[config.mk]
export PLATFORM = sky130hd
export DESIGN_NAME = io_typeout_flat
export DESIGN_NICKNAME = d
export VERILOG_FILES = /design/src/rtl/g15_typeout_pkg.sv /design/src/rtl/io_typeout_if.sv /design/src/rtl/ob_to_ascii.sv /design/src/rtl/io_typeout.sv /design/src/flat_wrapper.sv
export SDC_FILE = /design/constraint.sdc
export NUM_CORES = 1
export LEC_CHECK = 0
export BUFFER_PORTS_ARGS = -buffer_cell sky130_fd_sc_hd__buf_2
export CAP_MARGIN = 40
export CORE_MARGIN = 4
export CORE_UTILIZATION = 52
export CTS_CLUSTER_SIZE = 16
export DETAILED_ROUTE_END_ITERATION = 6
export GPL_ROUTABILITY_DRIVEN = 0
export PLACE_DENSITY = 0.77
export REMOVE_ABC_BUFFERS = 1
export SYNTH_ARGS = -nofsm -noshare
export SYNTH_HDL_FRONTEND = slang
export SYNTH_HIERARCHICAL = 1
export SYNTH_SLANG_ARGS = --single-unit
export TNS_END_PERCENT = 100
[constraint.sdc]
create_clock -name CLOCK -period 1.9 [get_ports CLOCK]
set_input_delay 0.19 -clock CLOCK [delete_from_list [all_inputs] [get_ports CLOCK]]
set_output_delay 0.19 -clock CLOCK [all_outputs]
set_load 0.01 [all_outputs]
[src/rtl/g15_typeout_pkg.sv]
// rtl/g15_typeout_pkg.sv - shared types and constants for the io_typeout typewriter sink
// Contents:
//   typeout_state_t   FSM state enum (IDLE, EMIT, EMIT_LF, DWELL)
//   CTL_*             OB control codes, meaning of {OB3,OB2,OB1} when OB5=0
//   ASC_*             ASCII bytes produced by the decoder
//   ob_is_printing()  true when a 5-bit OB code produces a host byte
package g15_typeout_pkg;

    typedef enum logic [1:0] {
        ST_IDLE    = 2'd0,
        ST_EMIT    = 2'd1,
        ST_EMIT_LF = 2'd2,
        ST_DWELL   = 2'd3
    } typeout_state_t;

    localparam logic [2:0] CTL_SPACE  = 3'b000;
    localparam logic [2:0] CTL_MINUS  = 3'b001;
    localparam logic [2:0] CTL_CR     = 3'b010;
    localparam logic [2:0] CTL_TAB    = 3'b011;
    localparam logic [2:0] CTL_STOP   = 3'b100;
    localparam logic [2:0] CTL_RELOAD = 3'b101;
    localparam logic [2:0] CTL_WAIT   = 3'b110;

    localparam logic [7:0] ASC_CR    = 8'h0D;
    localparam logic [7:0] ASC_LF    = 8'h0A;
    localparam logic [7:0] ASC_TAB   = 8'h09;
    localparam logic [7:0] ASC_MINUS = 8'h2D;
    localparam logic [7:0] ASC_SPACE = 8'h20;

    // Digits always print; control codes print only in the lower half
    // (OB3=0). STOP, RELOAD and both WAIT codes have OB3=1.
    function automatic logic ob_is_printing(input logic [4:0] code);
        return code[4] | ~code[2];
    endfunction

endpackage

[src/rtl/io_typeout_if.sv]
// rtl/io_typeout_if.sv - host byte stream interface for io_typeout
// Signals:
//   tx_data   8  ASCII byte to host
//   tx_valid  1  tx_data is valid
//   tx_ready  1  host accepts when tx_valid & tx_ready
// Modports: master (typewriter sink side), slave (host side)
interface io_typeout_if;

    logic [7:0] tx_data;
    logic       tx_valid;
    logic       tx_ready;

    modport master (
        output tx_data,
        output tx_valid,
        input  tx_ready
    );

    modport slave (
        input  tx_data,
        input  tx_valid,
        output tx_ready
    );

endinterface

[src/rtl/ob_to_ascii.sv]
// rtl/ob_to_ascii.sv - combinational OB character code to ASCII decoder
// Ports:
//   code      in   5  OB5..OB1 (code[4] = OB5)
//   ascii     out  8  decoded byte (8'h00 for non-printing codes)
//   printing  out  1  code produces a host byte
//   is_cr     out  1  code is the carriage-return control
module ob_to_ascii
    import g15_typeout_pkg::*;
(
    input  logic [4:0] code,
    output logic [7:0] ascii,
    output logic       printing,
    output logic       is_cr
);

    always_comb begin
        ascii    = 8'h00;
        is_cr    = 1'b0;
        printing = ob_is_printing(code);
        if (code[4]) begin
            // 0-9 -> '0'-'9'; 10-15 -> 'u'-'z' ('u' = 8'h75 = 8'h6B + 10)
            if (code[3:0] < 4'd10) begin
                ascii = 8'h30 + {4'h0, code[3:0]};
            end else begin
                ascii = 8'h6B + {4'h0, code[3:0]};
            end
        end else begin
            // OB4 does not take part in control decoding
            case (code[2:0])
                CTL_SPACE:  ascii = ASC_SPACE;
                CTL_MINUS:  ascii = ASC_MINUS;
                CTL_CR: begin
                    ascii = ASC_CR;
                    is_cr = 1'b1;
                end
                CTL_TAB:    ascii = ASC_TAB;
                CTL_STOP,
                CTL_RELOAD,
                CTL_WAIT:   ascii = 8'h00;
                default:    ascii = 8'h00;
            endcase
        end
    end

endmodule

[src/rtl/io_typeout.sv]
// rtl/io_typeout.sv - slow-out typewriter sink: OB character to ASCII host byte with HC pacing
// Parameters:
//   CHAR_CYCLES  dwell cycles after each character before HC rises (1..255)
// Optional feature macro: IO_TYPEOUT_CRLF_EN (CR is followed by an LF byte)
// Ports:
//   CLOCK      in   system clock, rising edge
//   rst        in   asynchronous active-high reset
//   TYPE       in   typewriter selected; TYPE_STB ignored while low
//   TYPE_STB   in   one-cycle request to type OB1..OB5
//   OB1..OB5   in   output character buffer bits (OB5 = MSB)
//   tx         io   host byte stream (master modport)
//   HC         out  idle and ready for the next character (registered)
//   OVR        out  sticky: strobe arrived while busy
module io_typeout
    import g15_typeout_pkg::*;
#(
    parameter int CHAR_CYCLES = 4
) (
    input  logic           CLOCK,
    input  logic           rst,
    input  logic           TYPE,
    input  logic           TYPE_STB,
    input  logic           OB1,
    input  logic           OB2,
    input  logic           OB3,
    input  logic           OB4,
    input  logic           OB5,
    io_typeout_if.master   tx,
    output logic           HC,
    output logic           OVR
);

    localparam int CW = $clog2(CHAR_CYCLES + 1);
    localparam logic [CW-1:0] DWELL_LOAD = CW'(CHAR_CYCLES);
    localparam logic [CW-1:0] DWELL_LAST = CW'(1);

    typeout_state_t state_q, state_d;
    logic [CW-1:0]  cnt_q, cnt_d;
    logic [4:0]     code_q, code_d;
    logic           ovr_d;

    logic [4:0]     ob_in;
    logic           strobe;
    logic [7:0]     dec_ascii;
    logic           dec_printing;
    logic           dec_is_cr;

    assign ob_in  = {OB5, OB4, OB3, OB2, OB1};
    assign strobe = TYPE & TYPE_STB;

    ob_to_ascii u_dec (
        .code     (code_q),
        .ascii    (dec_ascii),
        .printing (dec_printing),
        .is_cr    (dec_is_cr)
    );

`ifndef IO_TYPEOUT_CRLF_EN
    logic unused_is_cr;
    assign unused_is_cr = dec_is_cr;
`endif

    // The latched code was accepted as printing in IDLE, so the decoder's own
    // printing flag is only a consistency signal here.
    logic unused_printing;
    assign unused_printing = dec_printing;

    always_ff @(posedge CLOCK or posedge rst) begin
        if (rst) begin
            state_q <= ST_IDLE;
            cnt_q   <= '0;
            code_q  <= '0;
            HC      <= 1'b1;
            OVR     <= 1'b0;
        end else begin
            state_q <= state_d;
            cnt_q   <= cnt_d;
            code_q  <= code_d;
            // HC follows the state register exactly, without a decode glitch
            HC      <= (state_d == ST_IDLE);
            OVR     <= ovr_d;
        end
    end

    always_comb begin
        state_d     = state_q;
        cnt_d       = cnt_q;
        code_d      = code_q;
        ovr_d       = OVR;
        tx.tx_valid = 1'b0;
        tx.tx_data  = 8'h00;

        // Any strobe outside IDLE is dropped, including the DWELL exit cycle
        if (strobe && (state_q != ST_IDLE)) begin
            ovr_d = 1'b1;
        end

        case (state_q)
            ST_IDLE: begin
                if (strobe) begin
                    code_d = ob_in;
                    if (ob_is_printing(ob_in)) begin
                        state_d = ST_EMIT;
                    end else begin
                        state_d = ST_DWELL;
                        cnt_d   = DWELL_LOAD;
                    end
                end
            end
            ST_EMIT: begin
                tx.tx_valid = 1'b1;
                tx.tx_data  = dec_ascii;
                if (tx.tx_ready) begin
                    state_d = ST_DWELL;
                    cnt_d   = DWELL_LOAD;
`ifdef IO_TYPEOUT_CRLF_EN
                    if (dec_is_cr) begin
                        state_d = ST_EMIT_LF;
                        cnt_d   = cnt_q;
                    end
`endif
                end
            end
            ST_EMIT_LF: begin
                tx.tx_valid = 1'b1;
                tx.tx_data  = ASC_LF;
                if (tx.tx_ready) begin
                    state_d = ST_DWELL;
                    cnt_d   = DWELL_LOAD;
                end
            end
            ST_DWELL: begin
                cnt_d = cnt_q - DWELL_LAST;
                if (cnt_q <= DWELL_LAST) begin
                    state_d = ST_IDLE;
                    cnt_d   = '0;
                end
            end
            default: begin
                state_d = ST_IDLE;
            end
        endcase
    end

endmodule

[src/flat_wrapper.sv]
// flat-port wrapper written by rule: the top's interface ports become plain ports
module io_typeout_flat import g15_typeout_pkg::*;
#(
    parameter int CHAR_CYCLES = 4
)
  (CLOCK, rst, TYPE, TYPE_STB, OB1, OB2, OB3, OB4, OB5, HC, OVR, tx_tx_data, tx_tx_valid, tx_tx_ready);
  io_typeout_if tx_i ();
  input  logic CLOCK;
  input  logic rst;
  input  logic TYPE;
  input  logic TYPE_STB;
  input  logic OB1;
  input  logic OB2;
  input  logic OB3;
  input  logic OB4;
  input  logic OB5;
  output logic HC;
  output logic OVR;
  output wire logic [$bits(tx_i.tx_data)-1:0] tx_tx_data;
  output wire logic [$bits(tx_i.tx_valid)-1:0] tx_tx_valid;
  input wire logic [$bits(tx_i.tx_ready)-1:0] tx_tx_ready;
  assign tx_tx_data = tx_i.tx_data;
  assign tx_tx_valid = tx_i.tx_valid;
  assign tx_i.tx_ready = tx_tx_ready;
  io_typeout #(.CHAR_CYCLES(CHAR_CYCLES)) u_core (.CLOCK(CLOCK), .rst(rst), .TYPE(TYPE), .TYPE_STB(TYPE_STB), .OB1(OB1), .OB2(OB2), .OB3(OB3), .OB4(OB4), .OB5(OB5), .tx(tx_i), .HC(HC), .OVR(OVR));
endmodule
==> results.py <==
metrics = {
    "sta": {
        "final_setup_viols": 0,
        "fmaxAchievable_mhz": 531,
        "hold_violations": 0,
        "fin_crit_sh_pct": 99.1,
        "clock-skew-final_ns": 0.00482,
        "rsz0062_at_grt": "yes",
        "setup_total_negative_slack_ns": 0,
        "finalMaxSlewViolations": 0,
        "post-route-min-period_ns": 1.88,
    },
    "worst_hold_path": {
        "timing.hold.worst.start": "OB4",
        "hold_class": "in -> reg",
    },
    "layout": {
        "fin_cells": 158,
        "area.growth.synth_to_final_pct": 30.9,
        "finalInstanceArea_sq_um": 1290,
        "nets": 155,
        "layout-drive-gt1-share_pct": 46.6,
        "num_antenna_cells": 0,
    },
    "power": {
        "pwr-share-comb_pct": 65.2,
        "proportion_of_power_drawn_by_flip_flops_and_latches_pct": 25.7,
        "pwr_density_cell_nw_per_um2": 1750,
        "power_switching_mw": 1.02,
        "power.switching_fraction_pct": 45.2,
        "post-layout-total-power_mw": 2.26,
        "power.share.clock_pct": 9.1,
        "static_leakage_nw": 0.600,
        "internal_power_mw": 1.24,
        "worst_ir_drop_vdd_mv": 1.01,
    },
    "place": {
        "placed_cells_incl_taps": 146,
        "io_buffers": 19,
        "detailed_place_hpwl_microns": 1660,
        "post_dp_cell_area_sq_um": 1090,
    },
    "global_routing": {
        "grt_pass1_vias": 819,
        "grt.busiest_layer": "met2",
        "grt_util_met3_pct": 3.44,
        "use_met1_pct": 22.0,
        "globalRouteOverflowTotal": 0,
        "largest_net_degree_at_the_start_of_global_routing": 13,
        "grtUsageTotal_pct": 18.9,
        "gr-usage-met2_pct": 32.4,
        "grt_pass1_wl_microns": 3710,
        "number_of_antenna_violations_at_the_first_check_in_global_routing": 0,
    },
    "clocking": {
        "clk_transition_reported_paths_ns": 0.08,
        "cts_root_buffer": "sky130_fd_sc_hd__clkbuf_4",
        "tritoncts_clock_tree": "built",
        "cts_max_path_buffers": 2,
        "clock_sink_count": 12,
        "ctsHtreeMaxLevel": 1,
        "worstSkewPairLatency_ns": 0.27,
        "tritoncts.num_buffers": 3,
    },
    "run": {
        "drv_cap": 0,
    },
    "route": {
        "detailedRoute.firstPassIterationCount": 4,
        "detail_route.vias_per_cell": 5.63,
        "post-route-drc-count": 0,
        "finalWirelength_microns": 2400,
        "dr.first_iter.drc_count": 30,
        "vias": 890,
        "routedWlPerCell_microns": 15.2,
        "ant_nets": 0,
    },
    "worst_setup_path": {
        "startpoint_of_the_worst_setup_timing_path": "u_core/code_q[0]$_DFFE_PP0P_",
        "timing.setup.critical_path_class": "reg -> out",
        "crit-reg2reg-launch": "u_core/state_q[0]$_DFF_PP0_",
        "critPathArrivalTime_ns": 1.69,
        "critical_path_required_ns": 1.71,
        "critical_path_peak_fanout": 5,
        "setup.worst_path.end_class": "output port",
        "setup.worst_path.start_class": "flip-flop",
    },
    "floorplanning": {
        "design.core.area_sq_um": 1760,
        "die_x_microns": 51.5,
        "die_height_microns": 51.5,
        "fp.dieArea_sq_um": 2650,
        "initial_cell_density_of_the_core_pct": 55.8,
        "site_row_count": 15,
        "io-pin-count": 21,
    },
    "synthesis": {
        "syn_inst": 105,
        "yosys_warnings": 6,
        "netlist_area_sq_um": 985,
        "synth_area_per_cell_sq_um": 9.38,
    },
    "outcome": {
        "status": "complete, no violations",
    },
}
path summary, 6_finish.rpt:
path,cells after the start,endpoint,slack [ns]
min in group asynchronous,3,u_core/cnt_q[1]$_DFFE_PP0P_,0.46
worst min register to register,1,u_core/OVR$_DFFE_PP0P_,0.48
worst max register to register,5,u_core/cnt_q[1]$_DFFE_PP0P_,0.35
worst min-delay path,2,u_core/code_q[3]$_DFFE_PP0P_,0.15
worst max-delay path,7,tx_tx_data[3],0.02
max in group asynchronous,3,u_core/code_q[0]$_DFFE_PP0P_,1.09
critical path, cell delays in order (launching register included):
cell,delay (ns)
sky130_fd_sc_hd__dfrtp_2,0.47
sky130_fd_sc_hd__buf_6,0.14
sky130_fd_sc_hd__ha_4,0.15
sky130_fd_sc_hd__o31ai_4,0.22
sky130_fd_sc_hd__o21ai_1,0.09
sky130_fd_sc_hd__a21oi_1,0.15
sky130_fd_sc_hd__nor2b_1,0.06
sky130_fd_sc_hd__buf_2,0.13
through the flow:
stage / hold slack [ns] / setup slack (ns) / utilization, %
6_report: 0.147 / 0.0175 / 73.0
5_1_grt: 0.144 / -0.0417 / 73.0
4_1_cts: 0.150 / 0.0124 / 65.4
3_5_place_dp: 0.230 / 0.141 / 61.9
3_3_place_gp: 0.227 / 0.213 / 61.9
2_1_floorplan: 0.0540 / 0.347 / -
cell type report:
type	instances	area, sq um
multi-input cells	77	691
fillers	137	475
flip-flops and latches	12	308
repair buffers	28	173
inverters	12	50.0
clock buffers	4	36.3
well taps	25	31.3
state kept, by name (all words and copies together), names as in the netlist:
| register | cells |
|---|---|
| u_core/HC | 1 |
| u_core/OVR | 1 |
| u_core/cnt_q | 3 |
| u_core/code_q | 5 |
| u_core/state_q | 2 |
what timing repair did:
action	4_1_cts	5_1_grt
setup buffers	1	6
resized for setup	5	21
hold buffers	1	0
setup endpoints to repair	6	7
pin swaps	0	8
endpoints found under the hold margin	11	0
power by group through the flow:
stage               logic (mW)  registers, mW  clock network (mW)
floorplan                0.840          0.516                   0
global placement          1.08          0.547                   0
detailed placement        1.13          0.557                   0
CTS                       1.18          0.549               0.206
global route              1.61          0.601               0.225
finish                    1.47          0.582               0.206
routing by layer:
metal	wire (microns)	up-vias
li1	-	427
met1	1030	440
met2	1230	19
met3	90	4
met4	49	0
met5	0	-
cells in the final DEF (no fill, tap or decap), drive strengths merged, types with 2 or more instances in the layout:
cell type   n
nand2b      2
mux2i       2
a211oi      2
and3        6
o21ai       7
dfrtp      11
a21oi       6
mux2        5
clkbuf      4
ha         11
nand4b      2
nand3       2
nor2b       3
nor2        6
nand4       2
nand2       3
buf        27
inv        12
a31o        2
Power figures use the tool's default switching activity.
